[src/rtl/vram_arbiter_if.sv]
// Pixel-writer handshake and single-port video memory bus, as seen by the arbiter.
interface vram_arbiter_if #(parameter int ADDR_W = 19);
   logic              wr_req;
   logic [9:0]        wr_x;
   logic [9:0]        wr_y;
   logic [11:0]       wr_rgb;
   logic              wr_ack;
   logic              wr_err;
   logic [ADDR_W-1:0] mem_addr;
   logic              mem_we;
   logic [11:0]       mem_wdata;
   logic [11:0]       mem_rdata;

   modport slave (
      input  wr_req, wr_x, wr_y, wr_rgb, mem_rdata,
      output wr_ack, wr_err, mem_addr, mem_we, mem_wdata
   );

   modport master (
      output wr_req, wr_x, wr_y, wr_rgb, mem_rdata,
      input  wr_ack, wr_err, mem_addr, mem_we, mem_wdata
   );
endinterface

[src/rtl/vram_arbiter.sv]
// Video memory owner: raster scan reads have absolute priority, pixel writes fill the gaps.
// state  | meaning
// W_IDLE | waiting for wr_req in a write slot
// W_ACK  | ack issued this cycle, wr_req ignored
module vram_arbiter #(
   parameter int H_TOTAL  = 800,
   parameter int V_TOTAL  = 525,
   parameter int H_ACTIVE = 640,
   parameter int V_ACTIVE = 480,
   parameter int ADDR_W   = 19
) (
   input  logic                 clk,
   input  logic                 reset,
   input  logic                 px_en,
   vram_arbiter_if.slave        bus,
   output logic [9:0]           h_cnt,
   output logic [9:0]           v_cnt,
   output logic                 frame_start,
   output logic                 de_out,
   output logic [11:0]          rgb_out
);
   localparam logic [9:0] HT_LAST = 10'(H_TOTAL - 1);
   localparam logic [9:0] VT_LAST = 10'(V_TOTAL - 1);
   localparam logic [9:0] HA      = 10'(H_ACTIVE);
   localparam logic [9:0] VA      = 10'(V_ACTIVE);

   typedef enum logic {W_IDLE, W_ACK} w_state_t;

   w_state_t          r_state;
   logic [9:0]        r_h;
   logic [9:0]        r_v;
   logic [ADDR_W-1:0] r_rd_addr;
   logic              r_p1_v;
   logic              r_p1_de;
   logic              r_p2_v;
   logic              r_p2_de;

   logic              w_active;
   logic              w_rd_slot;
   logic              w_in_range;
   logic [ADDR_W-1:0] w_wr_addr;

   assign w_active   = (r_h < HA) && (r_v < VA);
   assign w_rd_slot  = px_en && w_active;
   assign w_in_range = (bus.wr_x < HA) && (bus.wr_y < VA);
   // Constant multiplier; reduces to shifts and adds.
   assign w_wr_addr  = ADDR_W'(bus.wr_y) * ADDR_W'(H_ACTIVE) + ADDR_W'(bus.wr_x);

   assign h_cnt = r_h;
   assign v_cnt = r_v;

   always_ff @(posedge clk) begin
      if (reset) begin
         r_state       <= W_IDLE;
         r_h           <= '0;
         r_v           <= '0;
         r_rd_addr     <= '0;
         r_p1_v        <= 1'b0;
         r_p1_de       <= 1'b0;
         r_p2_v        <= 1'b0;
         r_p2_de       <= 1'b0;
         frame_start   <= 1'b0;
         de_out        <= 1'b0;
         rgb_out       <= '0;
         bus.mem_addr  <= '0;
         bus.mem_we    <= 1'b0;
         bus.mem_wdata <= '0;
         bus.wr_ack    <= 1'b0;
         bus.wr_err    <= 1'b0;
      end else begin
         frame_start <= 1'b0;
         bus.mem_we  <= 1'b0;
         bus.wr_ack  <= 1'b0;
         bus.wr_err  <= 1'b0;

         // Fixed 3-clk pixel pipeline: address, memory read, output register.
         r_p1_v  <= px_en;
         r_p1_de <= w_rd_slot;
         r_p2_v  <= r_p1_v;
         r_p2_de <= r_p1_de;
         if (r_p2_v) begin
            de_out  <= r_p2_de;
            rgb_out <= r_p2_de ? bus.mem_rdata : 12'h000;
         end

         if (px_en) begin
            if (r_h == HT_LAST) begin
               r_h <= '0;
               if (r_v == VT_LAST) begin
                  r_v         <= '0;
                  r_rd_addr   <= '0;
                  frame_start <= 1'b1;
               end else begin
                  r_v <= r_v + 10'd1;
               end
            end else begin
               r_h <= r_h + 10'd1;
            end
         end

         if (w_rd_slot) begin
            bus.mem_addr <= r_rd_addr;
            r_rd_addr    <= r_rd_addr + 1'b1;
         end

         case (r_state)
            W_IDLE: begin
               if (bus.wr_req && !w_rd_slot) begin
                  bus.wr_ack <= 1'b1;
                  r_state    <= W_ACK;
                  if (w_in_range) begin
                     bus.mem_we    <= 1'b1;
                     bus.mem_addr  <= w_wr_addr;
                     bus.mem_wdata <= bus.wr_rgb;
                  end else begin
                     bus.wr_err <= 1'b1;
                  end
               end
            end
            W_ACK:   r_state <= W_IDLE;
            default: r_state <= W_IDLE;
         endcase
      end
   end
endmodule

[src/flat_wrapper.sv]
// flat-port wrapper written by rule: the top's interface ports become plain ports
module vram_arbiter_flat 
#(
   parameter int H_TOTAL  = 800,
   parameter int V_TOTAL  = 525,
   parameter int H_ACTIVE = 640,
   parameter int V_ACTIVE = 480,
   parameter int ADDR_W   = 19
)
  (clk, reset, px_en, h_cnt, v_cnt, frame_start, de_out, rgb_out, bus_wr_req, bus_wr_x, bus_wr_y, bus_wr_rgb, bus_mem_rdata, bus_wr_ack, bus_wr_err, bus_mem_addr, bus_mem_we, bus_mem_wdata);
  vram_arbiter_if #(.ADDR_W(ADDR_W)) bus_i ();
  input  logic clk;
  input  logic reset;
  input  logic px_en;
  output logic [9:0] h_cnt;
  output logic [9:0] v_cnt;
  output logic frame_start;
  output logic de_out;
  output logic [11:0] rgb_out;
  input wire logic [$bits(bus_i.wr_req)-1:0] bus_wr_req;
  input wire logic [$bits(bus_i.wr_x)-1:0] bus_wr_x;
  input wire logic [$bits(bus_i.wr_y)-1:0] bus_wr_y;
  input wire logic [$bits(bus_i.wr_rgb)-1:0] bus_wr_rgb;
  input wire logic [$bits(bus_i.mem_rdata)-1:0] bus_mem_rdata;
  output wire logic [$bits(bus_i.wr_ack)-1:0] bus_wr_ack;
  output wire logic [$bits(bus_i.wr_err)-1:0] bus_wr_err;
  output wire logic [$bits(bus_i.mem_addr)-1:0] bus_mem_addr;
  output wire logic [$bits(bus_i.mem_we)-1:0] bus_mem_we;
  output wire logic [$bits(bus_i.mem_wdata)-1:0] bus_mem_wdata;
  assign bus_i.wr_req = bus_wr_req;
  assign bus_i.wr_x = bus_wr_x;
  assign bus_i.wr_y = bus_wr_y;
  assign bus_i.wr_rgb = bus_wr_rgb;
  assign bus_i.mem_rdata = bus_mem_rdata;
  assign bus_wr_ack = bus_i.wr_ack;
  assign bus_wr_err = bus_i.wr_err;
  assign bus_mem_addr = bus_i.mem_addr;
  assign bus_mem_we = bus_i.mem_we;
  assign bus_mem_wdata = bus_i.mem_wdata;
  vram_arbiter #(.H_TOTAL(H_TOTAL), .V_TOTAL(V_TOTAL), .H_ACTIVE(H_ACTIVE), .V_ACTIVE(V_ACTIVE), .ADDR_W(ADDR_W)) u_core (.clk(clk), .reset(reset), .px_en(px_en), .bus(bus_i), .h_cnt(h_cnt), .v_cnt(v_cnt), .frame_start(frame_start), .de_out(de_out), .rgb_out(rgb_out));
endmodule
[config.mk]
export PLATFORM = sky130hd
export DESIGN_NAME = vram_arbiter_flat
export DESIGN_NICKNAME = d
export VERILOG_FILES = /design/src/rtl/vram_arbiter_if.sv /design/src/rtl/vram_arbiter.sv /design/src/flat_wrapper.sv
export SDC_FILE = /design/constraint.sdc
export NUM_CORES = 1
export LEC_CHECK = 0
export ABC_AREA = 1
export BUFFER_PORTS_ARGS = -buffer_cell sky130_fd_sc_hd__buf_2
export CORE_UTILIZATION = 45
export DETAILED_ROUTE_END_ITERATION = 6
export PLACE_DENSITY_LB_ADDON = 0.08
export SETUP_SLACK_MARGIN = 0.3
export SYNTH_ARGS = -nofsm -noshare
export SYNTH_HDL_FRONTEND = slang
export SYNTH_SLANG_ARGS = --single-unit
[constraint.sdc]
create_clock -name clk -period 2.8 [get_ports clk]
set_clock_uncertainty 0.1 [all_clocks]
set_input_delay 0.14 -clock clk [delete_from_list [all_inputs] [get_ports clk]]
set_output_delay 0.14 -clock clk [all_outputs]
set_load 0.05 [all_outputs]
==> impl_metrics.csv <==
group,metric,value,unit
run_status,status,"finished clean",
min_path,hp-class,"in -> reg",
yosys,netlist.area_leader.share,0.3791,
route,drc,0,
sta,timing.max_slew.rel_slack,0.5261,
sta,tns,0,ps
grt,grt_usage,0.2204,
grt,grt_max_degree,49,
grt,grt_pass1_vias,4406,
sta,post-route-period-util,0.7850,
critical_path,worst-setup-path-type,"reg -> reg",
place,hpwl,8507,µm
cts,cts_tree,"built",
final_layout,fin_cells,960,
flow_run,max_cap_viol_count,0,
power_and_ir_drop,p_sw,0.8049,mW
yosys,ys_ff_latch,91,
floorplan,core_area,10320,µm²
place,port_buffers,115,
floorplan,ioPinCount,116,
floorplan,die_x,105.3,µm
floorplan,initial_core_util,0.4655,
power_and_ir_drop,leakagePower,2.707,nW
cts,clk_pin_slew,90,ps
cts,cts_root_buffer,"clkbuf_8",
final_layout,drive_gt1_frac,0.1954,
floorplan,num_rows,37,
critical_path,required,2950,ps
yosys,synth.cells.most_frequent,"152 x nand2_1, 91 x dfxtp_1, 85 x nor2_1, 73 x inv_1, 50 x a21oi_1",
cts,clkSinkCount,91,
power_and_ir_drop,vdd.ir_drop.worst,200.5,µV
cts,htreeDepth,3,
grt,antenna_found_initial,0,
critical_path,end_kind,"register",
yosys,netlist_instances,679,
yosys,ys_types,45,
place,gp_congestion,0.8742,
sta,layout_min_cycle_time,2198,ps
route,routed_wl,11930,µm
route,drt-wirelength-per-cell,12.43,µm
route,drt_pass1_iterations,4,
cts,clkLatencyLatePin,360,ps
yosys,avgSynthCellArea,7.078,µm²
yosys,yosysMostFrequentCell,"nand2_1",
yosys,syn_area,4806,µm²
route,first_iter_violations,265,
place,placed_cells,911,
yosys,ys_top_cells_by_area,"dfxtp_1 38%, nand2_1 12%, nor2_1 6.6%",
sta,finalMaxSlewViolations,0,
final_layout,nFillCells,992,
cts,cts.repair.resized,0,
sta,setup_viol,0,
power_and_ir_drop,pwr_density_cell,448.7,nW/µm²
route,vias,4818,
sta,rsz0062_at_grt,"false",
route,ant_nets,0,
floorplan,fp.dieH,105.3,µm
yosys,synth-edff-count,0,
final_layout,syn2layout_area_growth,24.34,%
final_layout,num_antenna_cells,0,
yosys,synth_seq_area_share,0.3791,
yosys,ys_warn_count,0,
critical_path,start_kind,"register",
critical_path,path_max_fanout,37,
grt,grt-ovfl-total,0,
grt,grt_pass1_wl,19820,µm
yosys,async_reset_ff_frac,0,
yosys,synth_area_leader_cell,"dfxtp_1",
final_layout,finalNetCount,892,
power_and_ir_drop,internal_power,1.876,mW
power_and_ir_drop,pwr-share-seq,0.500,
power_and_ir_drop,switching_share,0.3002,
sta,worstMarginPinSlew,710.1,ps
power_and_ir_drop,pwr-share-clk,0.322,
sta,max_clock_freq,455.0,MHz
yosys,synth_fp_nets,752,
cts,numCtsBuffers,9,
power_and_ir_drop,combPwrFrac,0.178,
floorplan,dieArea,11100,µm²
cts,clock_path_buffers,2,
yosys,ys.flop_type,"dfxtp_1",
critical_path,critPathArrivalTime,2350,ps
sta,timing.hold.ws,58.50,ps
route,viasPerCell,5.019,
sta,hold_viol_final,0,
==> cell families after synthesis <==
| group | after synthesis | share of synthesized area |
|---|---|---|
| DFF | 91 | 0.3791 |
| AOI/OAI and AO/OA | 121 | 0.1369 |
| adders and majority gates | 25 | 0.06821 |
| and+or+nand+nor | 334 | 0.3140 |
| xor gates and xnor gates | 8 | 0.01458 |
| buffers and inverters | 100 | 0.08721 |
==> cell type report <==
class,instances,area (µm²),share of cell area
clock buffer,11,151.4,0.02533
timing repair buffer,152,935.9,0.1566
clock inverter,5,42.54,0.007119
tap,136,170.2,0.02848
sequential,91,1822,0.3049
multi-input combinational,488,2565,0.4292
inverter,77,289.0,0.04837
==> critical path, stage by stage (launching register included) <==
cell and delay (ps):
dfxtp_1 460, nand2_1 100, nor2_2 220, nor3_4 60, nand2_4 300, nand4_4 130
inv_2 430, o21ai_2 110, a21oi_2 110, nor2_1 40
==> sequential cells by signal, summed over array words and instances, names as in the netlist, 10 cells and up <==
register / count
u_core.bus.mem_addr: 19
u_core.bus.mem_wdata: 12
u_core.h_cnt: 10
u_core.r_rd_addr: 19
u_core.rgb_out: 12
u_core.v_cnt: 10
==> power by group through the flow <==
| stage | registers, mW | logic, mW | clock network, mW |
|---|---|---|---|
| floorplan | 1.44 | 0.257 | 0 |
| finish | 1.34 | 0.477 | 0.864 |
| CTS | 1.34 | 0.481 | 0.895 |
| global route | 1.34 | 0.537 | 0.950 |
| detailed placement | 1.37 | 0.444 | 0 |
| global placement | 1.37 | 0.435 | 0 |
==> layout by cell type (no fill, tap or decap), drive strengths merged <==
| master | Yosys | layout |
|---|---|---|
| and2 | 1 | 1 |
| nand3 | 50 | 50 |
| nor3 | 10 | 10 |
| a211oi | 3 | 3 |
| clkbuf | 10 | 11 |
| o21bai | 1 | 1 |
| clkinvlp | 0 | 1 |
| o21ai | 49 | 49 |
| a21oi | 52 | 52 |
| fa | 2 | 2 |
| nor3b | 5 | 5 |
| xor2 | 4 | 4 |
| nor2 | 93 | 93 |
| o21a | 4 | 4 |
| clkinv | 0 | 1 |
| o22ai | 2 | 2 |
| inv | 77 | 80 |
| a31oi | 6 | 6 |
| or2 | 1 | 1 |
| dfxtp | 91 | 91 |
| buf | 13 | 119 |
| nor4 | 3 | 3 |
| o31ai | 1 | 1 |
| nand3b | 4 | 4 |
| nand2 | 155 | 155 |
| a21o | 1 | 1 |
| nand4 | 12 | 12 |
| dlygate4sd3 | 0 | 33 |
| xnor2 | 4 | 4 |
| o211ai | 1 | 1 |
| o311ai | 1 | 1 |
| ha | 23 | 23 |
==> per-stage QoR <==
| step | utilization | area (µm²) | setup WS [ps] | total power, mW |
|---|---|---|---|---|
| after CTS | 0.5788 | 5976 | 574.8 | 2.716 |
| final | 0.5788 | 5976 | 602.0 | 2.681 |
| after floorplan | - | 4806 | 627.7 | 1.698 |
| after global placement | 0.5281 | 5451 | 403.8 | 1.804 |
| after detailed placement | 0.5281 | 5451 | 335.7 | 1.814 |
| after global routing | 0.5788 | 5976 | 342.0 | 2.831 |
==> final timing paths <==
check | from | to | slack (ps) | cells past startpoint
worst max-delay path | u_core.v_cnt[7] | u_core.bus.mem_addr[15] | 600 | 9
worst min-delay path | bus_wr_x[7] | u_core.bus.mem_addr[7] | 60 | 4
worst max register to register | u_core.v_cnt[7] | u_core.bus.mem_addr[15] | 600 | 9
worst min register to register | u_core.r_p1_v | u_core.r_p2_v | 310 | 2
==> per-layer routing <==
metal  global-route usage  routed length (µm)  vias to the layer above  part of all wire
met2               0.4032                5991                      134              0.50
li1                     -                   -                     2500                 -
met3              0.04391                 591                       12             0.050
met4              0.07545                 143                        0             0.012
met5                    0                   0                        -                 0
met1               0.2538                5206                     2172              0.44
==> timing repair <==
item | CTS | global route
hold endpoints to repair | 34 | 0
hold buffers | 33 | 0
setup buffers | 0 | 0
Note: power is estimated with default switching activity, not from simulation.
